===== config.mk =====
export PLATFORM = sky130hd
export DESIGN_NAME = change_dispenser_flat
export DESIGN_NICKNAME = d
export VERILOG_FILES = /design/src/rtl/change_dispenser_if.sv /design/src/rtl/change_dispenser.sv /design/src/flat_wrapper.sv
export SDC_FILE = /design/constraint.sdc
export NUM_CORES = 1
export LEC_CHECK = 0
export CORE_AREA = 2 2 96 98
export CTS_CLUSTER_SIZE = 12
export DETAILED_ROUTE_END_ITERATION = 10
export DIE_AREA = 0 0 98 100
export PLACE_DENSITY = 0.52
export SKIP_CTS_REPAIR_TIMING = 1
export SLEW_MARGIN = 20
export SYNTH_ARGS = -nofsm -noshare
export SYNTH_HDL_FRONTEND = slang
export SYNTH_SLANG_ARGS = --single-unit

===== constraint.sdc =====
create_clock -name clk -period 3.5 [get_ports clk]
set_clock_uncertainty 0.05 [all_clocks]
set_input_delay 0.525 -clock clk [delete_from_list [all_inputs] [get_ports clk]]
set_output_delay 0.525 -clock clk [all_outputs]
set_load 0.05 [all_outputs]

===== src/rtl/change_dispenser_if.sv =====
// Handshake bundle between the change dispenser and its controller/hopper side.
interface change_dispenser_if;
  logic       start;
  logic [7:0] amount;
  logic       empty_25;
  logic       empty_10;
  logic       empty_5;
  logic       coin_ack;
  logic       coin_req;
  logic [1:0] coin_sel;
  logic       busy;
  logic       done;
  logic       err;
  logic [7:0] remain;
  logic [5:0] coin_cnt;

  modport master (
    output start, amount, empty_25, empty_10, empty_5, coin_ack,
    input  coin_req, coin_sel, busy, done, err, remain, coin_cnt
  );

  modport slave (
    input  start, amount, empty_25, empty_10, empty_5, coin_ack,
    output coin_req, coin_sel, busy, done, err, remain, coin_cnt
  );
endinterface


===== src/rtl/change_dispenser.sv =====
// Greedy coin payout controller: pays the owed amount in 25/10/5c coins one
// hopper handshake at a time, skipping empty tubes and timing out a stuck hopper.
module change_dispenser (
  input  logic              clk,
  input  logic              rst_n,
  change_dispenser_if.slave bus
);
  typedef enum logic [1:0] {IDLE, SELECT, REQ, DONE} state_t;

  state_t     state;
  logic [7:0] tmo;
  logic [7:0] coin_val;
  logic [7:0] rem_next;

  always_comb begin
    coin_val = 8'd5;
    case (bus.coin_sel)
      2'd0:    coin_val = 8'd25;
      2'd1:    coin_val = 8'd10;
      default: coin_val = 8'd5;
    endcase
  end

  // SELECT only picks a coin no larger than remain, so this cannot wrap.
  assign rem_next = bus.remain - coin_val;

  always_ff @(posedge clk or negedge rst_n) begin
    if (!rst_n) begin
      state        <= IDLE;
      tmo          <= 8'd0;
      bus.coin_req <= 1'b0;
      bus.coin_sel <= 2'd0;
      bus.busy     <= 1'b0;
      bus.done     <= 1'b0;
      bus.err      <= 1'b0;
      bus.remain   <= 8'd0;
      bus.coin_cnt <= 6'd0;
    end else begin
      bus.done <= 1'b0;
      case (state)
        IDLE: begin
          if (bus.start) begin
            bus.remain   <= bus.amount;
            bus.coin_cnt <= 6'd0;
            bus.busy     <= 1'b1;
            if (bus.amount % 8'd5 != 8'd0) begin
              bus.err <= 1'b1;
              state   <= DONE;
            end else if (bus.amount == 8'd0) begin
              bus.err <= 1'b0;
              state   <= DONE;
            end else begin
              bus.err <= 1'b0;
              state   <= SELECT;
            end
          end
        end
        SELECT: begin
          tmo <= 8'd0;
          if (!bus.empty_25 && bus.remain >= 8'd25) begin
            bus.coin_sel <= 2'd0;
            bus.coin_req <= 1'b1;
            state        <= REQ;
          end else if (!bus.empty_10 && bus.remain >= 8'd10) begin
            bus.coin_sel <= 2'd1;
            bus.coin_req <= 1'b1;
            state        <= REQ;
          end else if (!bus.empty_5 && bus.remain >= 8'd5) begin
            bus.coin_sel <= 2'd2;
            bus.coin_req <= 1'b1;
            state        <= REQ;
          end else begin
            bus.err <= 1'b1;
            state   <= DONE;
          end
        end
        REQ: begin
          if (bus.coin_ack) begin
            bus.remain   <= rem_next;
            bus.coin_cnt <= bus.coin_cnt + 6'd1;
            bus.coin_req <= 1'b0;
            state        <= (rem_next != 8'd0) ? SELECT : DONE;
          end else if (tmo == 8'hFF) begin
            // 256th silent cycle: give up on this hopper.
            bus.err      <= 1'b1;
            bus.coin_req <= 1'b0;
            state        <= DONE;
          end else begin
            tmo <= tmo + 8'd1;
          end
        end
        DONE: begin
          bus.done <= 1'b1;
          bus.busy <= 1'b0;
          state    <= IDLE;
        end
        default: state <= IDLE;
      endcase
    end
  end
endmodule


===== src/flat_wrapper.sv =====
// flat-port wrapper written by rule: the top's interface ports become plain ports
module change_dispenser_flat 
  (clk, rst_n, bus_start, bus_amount, bus_empty_25, bus_empty_10, bus_empty_5, bus_coin_ack, bus_coin_req, bus_coin_sel, bus_busy, bus_done, bus_err, bus_remain, bus_coin_cnt);
  change_dispenser_if bus_i ();
  input  logic clk;
  input  logic rst_n;
  input wire logic [$bits(bus_i.start)-1:0] bus_start;
  input wire logic [$bits(bus_i.amount)-1:0] bus_amount;
  input wire logic [$bits(bus_i.empty_25)-1:0] bus_empty_25;
  input wire logic [$bits(bus_i.empty_10)-1:0] bus_empty_10;
  input wire logic [$bits(bus_i.empty_5)-1:0] bus_empty_5;
  input wire logic [$bits(bus_i.coin_ack)-1:0] bus_coin_ack;
  output wire logic [$bits(bus_i.coin_req)-1:0] bus_coin_req;
  output wire logic [$bits(bus_i.coin_sel)-1:0] bus_coin_sel;
  output wire logic [$bits(bus_i.busy)-1:0] bus_busy;
  output wire logic [$bits(bus_i.done)-1:0] bus_done;
  output wire logic [$bits(bus_i.err)-1:0] bus_err;
  output wire logic [$bits(bus_i.remain)-1:0] bus_remain;
  output wire logic [$bits(bus_i.coin_cnt)-1:0] bus_coin_cnt;
  assign bus_i.start = bus_start;
  assign bus_i.amount = bus_amount;
  assign bus_i.empty_25 = bus_empty_25;
  assign bus_i.empty_10 = bus_empty_10;
  assign bus_i.empty_5 = bus_empty_5;
  assign bus_i.coin_ack = bus_coin_ack;
  assign bus_coin_req = bus_i.coin_req;
  assign bus_coin_sel = bus_i.coin_sel;
  assign bus_busy = bus_i.busy;
  assign bus_done = bus_i.done;
  assign bus_err = bus_i.err;
  assign bus_remain = bus_i.remain;
  assign bus_coin_cnt = bus_i.coin_cnt;
  change_dispenser u_core (.clk(clk), .rst_n(rst_n), .bus(bus_i));
endmodule

==> reports/qor.csv <==
stage,metric,value,unit
timing,fmax,305,MHz
setup_path,Startpoint Class,primary input,
floorplanning,core box area,8890,sq um
drt,initial DRC count,91,
yosys,Netlist cell types,64,
pwr,Sw Share,50.6,%
pwr,VDD IR max,0.000213,V
timing,min Tclk post-route,3280,ps
setup_path,Worst setup EP type,register,
yosys,Synth Flop Type,dfrtp_1,
place,Placed Area,3140,sq um
timing,setup slack after layout,220,ps
drt,Final ANT Viol Nets,0,
timing,setup tns final,0,ps
yosys,largest family of logic cells by synthesized area,simple AND/OR/NAND/NOR gates,
pwr,internal power,1220,uW
finish,Layout Nets,391,
yosys,"flops & latches, synth",30,
timing,RSZ-0062 raised after global routing,no,
drt,WL final,6740,um
drt,routed length per instance,14.2,um
clock_tree,CTS tree,done,
hold_path,worst hold start,u_core.bus.coin_req,
timing,period utilization,93.7,%
pwr,switching power,1250,uW
place,gp weighted congestion,0.908,
yosys,"Async S/R FF share, synth",100,%
yosys,Synth Area in Compound Gates,22.4,%
finish,Layout area overhead,25.9,%
yosys,Avg Inst Size Synth,8.12,sq um
timing,"Setup violations, final",0,
setup_path,crit path from,bus_amount[5],
clock_tree,worst skew pair latency,290,ps
yosys,Synth area leaders,"dfrtp_1 (29%), ha_1 (6.3%), o21ai_0 (4.5%), nand2_1 (4.4%), nor2_1 (4.1%)",
timing,final hold vios,0,
pwr,Lkg Pwr,0.00138,uW
clock_tree,clock slew at reported path FFs,70,ps
yosys,leading area contributor after synthesis,dfrtp_1,
drt,DRT Pass-1 Iters,4,
setup_path,WP data arrival,3390,ps
floorplanning,die area,9800,sq um
yosys,Synth Area in Adders,7.12,%
pwr,PwrDens,765,nW/um^2
clock_tree,Clock Tree Root,clkbuf_8,
global_route,GRT Overall Usage,14.6,%
clock_tree,clk buf depth,2,
timing,"Slew Viols, Final",0,
yosys,multiplexer area fraction after synthesis,3.51,%
global_route,vias in the first global route,2469,
drt,Post-route DRC,0,
pwr,combinational power share,63.1,%
floorplanning,Initial Utilization,28.9,%
hold_path,Hold Crit Class,register to register,
run_status,status,finished clean,
yosys,Synth Net Count,345,
timing,Worst-Margin Slew,755,ps
yosys,Post-Syn Area,2570,sq um
setup_path,critical-path cell list,"clkdlybuf4s50_1, or3b_1, o211a_1, o21ai_1, o211a_1, ha_2, a21oi_1, o21ai_0, nor3_1, o211a_4, and4bb_1, nor3_1, a211oi_1",
finish,Seq. cell area,751,sq um
pwr,Clock power frac,12.1,%
setup_path,worst setup path class,primary input to register,
yosys,Syn. warnings,0,
place,DPL Wire Length,5250,um
drt,via density per instance,5.14,
place,Post-Place Setup Slack,-86.8,ps
setup_path,R2R Path Start,u_core.bus.coin_sel[1],
yosys,xor and xnor area share after synthesis,4.78,%
yosys,"top cells by count, synth","dfrtp_1 (30), nand2_1 (30), nor2_1 (28), o21ai_0 (23), inv_1 (18)",
setup_path,worst-path cell with the longest stage delay,clkdlybuf4s50_1,
setup_path,CP max stage delay,510,ps
setup_path,required time worst endpoint,3610,ps
finish,FILL cells,927,
floorplanning,Top Ports,35,
clock_tree,cts bufs inserted,5,
pwr,Sequential Power Share,24.8,%
yosys,Post-Synth Simple-Gate Area,26.8,%
global_route,first-pass GRT wire length,11800,um
run,maxcap violations,0,
floorplanning,Die Wd,98,um
clock_tree,clk sinks,30,
finish,ratio of cells with drive above 1 in the final layout,10.7,%
drt,total number of vias,2437,
timing,Slew headroom,49.3,%
finish,multi-input gate area in the final layout,1660,sq um
setup_path,crit path max fanout,6,
floorplanning,number of core rows,35,
yosys,Synth top area share,29.2,%
global_route,GRT overflow,0,
finish,ant diodes,0,
finish,design area,3230,sq um
floorplanning,die height,100,um
yosys,count of flip-flops with a built-in enable after synthesis,0,
clock_tree,htree depth,2,
yosys,register area share after synthesis,29.2,%
global_route,largest net degree at the start of global routing,31,
global_route,antenna violations before repair,0,
place,IO buf count,34,
yosys,Syn Inst Count,316,
final cells by class:
type	count	share of cell area [%]
repair buffers	58	16.1
clock inverters	2	0.387
inverters	18	2.09
clock buffers	6	2.55
flip-flops and latches	30	23.2
well taps	111	4.30
multi-input cells	249	51.4
sequential cells by signal, indices dropped and copies added (netlist names):
signal and flops:
u_core.bus.remain 8, u_core.tmo 8, u_core.bus.coin_cnt 6, u_core.bus.coin_sel 2, u_core.state 2, u_core.bus.busy 1, u_core.bus.coin_req 1, u_core.bus.done 1
u_core.bus.err 1
final timing paths:
path,slack [ps],to,cells past startpoint
worst min register to register,470,u_core.bus.coin_req,2
max in group asynchronous,2540,u_core.bus.remain[6],2
min in group asynchronous,570,u_core.bus.coin_sel[1],2
worst min-delay path,470,u_core.bus.coin_req,2
worst max-delay path,220,u_core.state[1],13
worst max register to register,610,u_core.state[1],9
layout by cell type (no fill, tap or decap), types with 4 or more instances in the layout:
cell type,Yosys,routed
nand2_1,30,30
a21oi_1,12,12
ha_1,13,12
dfrtp_1,30,30
clkdlybuf4s50_1,0,34
o22ai_1,4,4
mux2i_1,9,9
nor3b_1,4,4
nor3_1,7,7
nand4_1,6,6
nand3_1,10,10
and2_1,5,5
o211ai_1,5,5
nand2b_1,9,9
nor2b_1,6,6
inv_1,18,18
nor2_1,28,28
buf_4,1,24
xor2_1,11,11
clkbuf_8,0,6
o21ai_0,23,23
worst max-delay path, delay by kind of cell:
kind / cells / cell delay (ps)
AOI/OAI and AO/OA: 7 / 1190
and+or+nand+nor: 4 / 920
buffers and inverters: 1 / 510
adders and majority gates: 1 / 230
stage by stage:
| stage | total power, uW | utilization (%) | std cells | hold slack, ps |
|---|---|---|---|---|
| 2_1_floorplan | 1740 | - | 316 | 179 |
| 3_3_place_gp | 2170 | 35.3 | 466 | 445 |
| 3_5_place_dp | 2190 | 35.3 | 466 | 450 |
| 4_1_cts | 2500 | 36.3 | 474 | 475 |
| 5_1_grt | 2700 | 36.4 | 474 | 526 |
| 6_report | 2470 | 36.4 | 474 | 466 |
power by group through the flow:
stage	registers [uW]	clock network, uW	logic (uW)
3_3_place_gp	620	0	1550
2_1_floorplan	891	0	845
4_1_cts	613	310	1580
3_5_place_dp	621	0	1570
5_1_grt	642	324	1730
6_report	614	299	1560
metal layers:
metal  wire length (um)  vias up  track usage [%]
met1               3190     1159             19.2
met3                174        6             2.09
met2               3290       33             25.1
met5                  0        -                0
li1                   -     1239                -
met4                 77        0             4.17
logic make-up (layout without fill, tap and decap cells):
family                     Yosys count  in the layout
and+or+nand+nor                    128            128
muxes                                9              9
DFF                                 30             30
buffers and inverters               37             84
AOI/OAI and AO/OA                   84             84
adders and majority gates           14             14
xor gates and xnor gates            14             14
No activity file was read; power rests on OpenSTA's default activity.
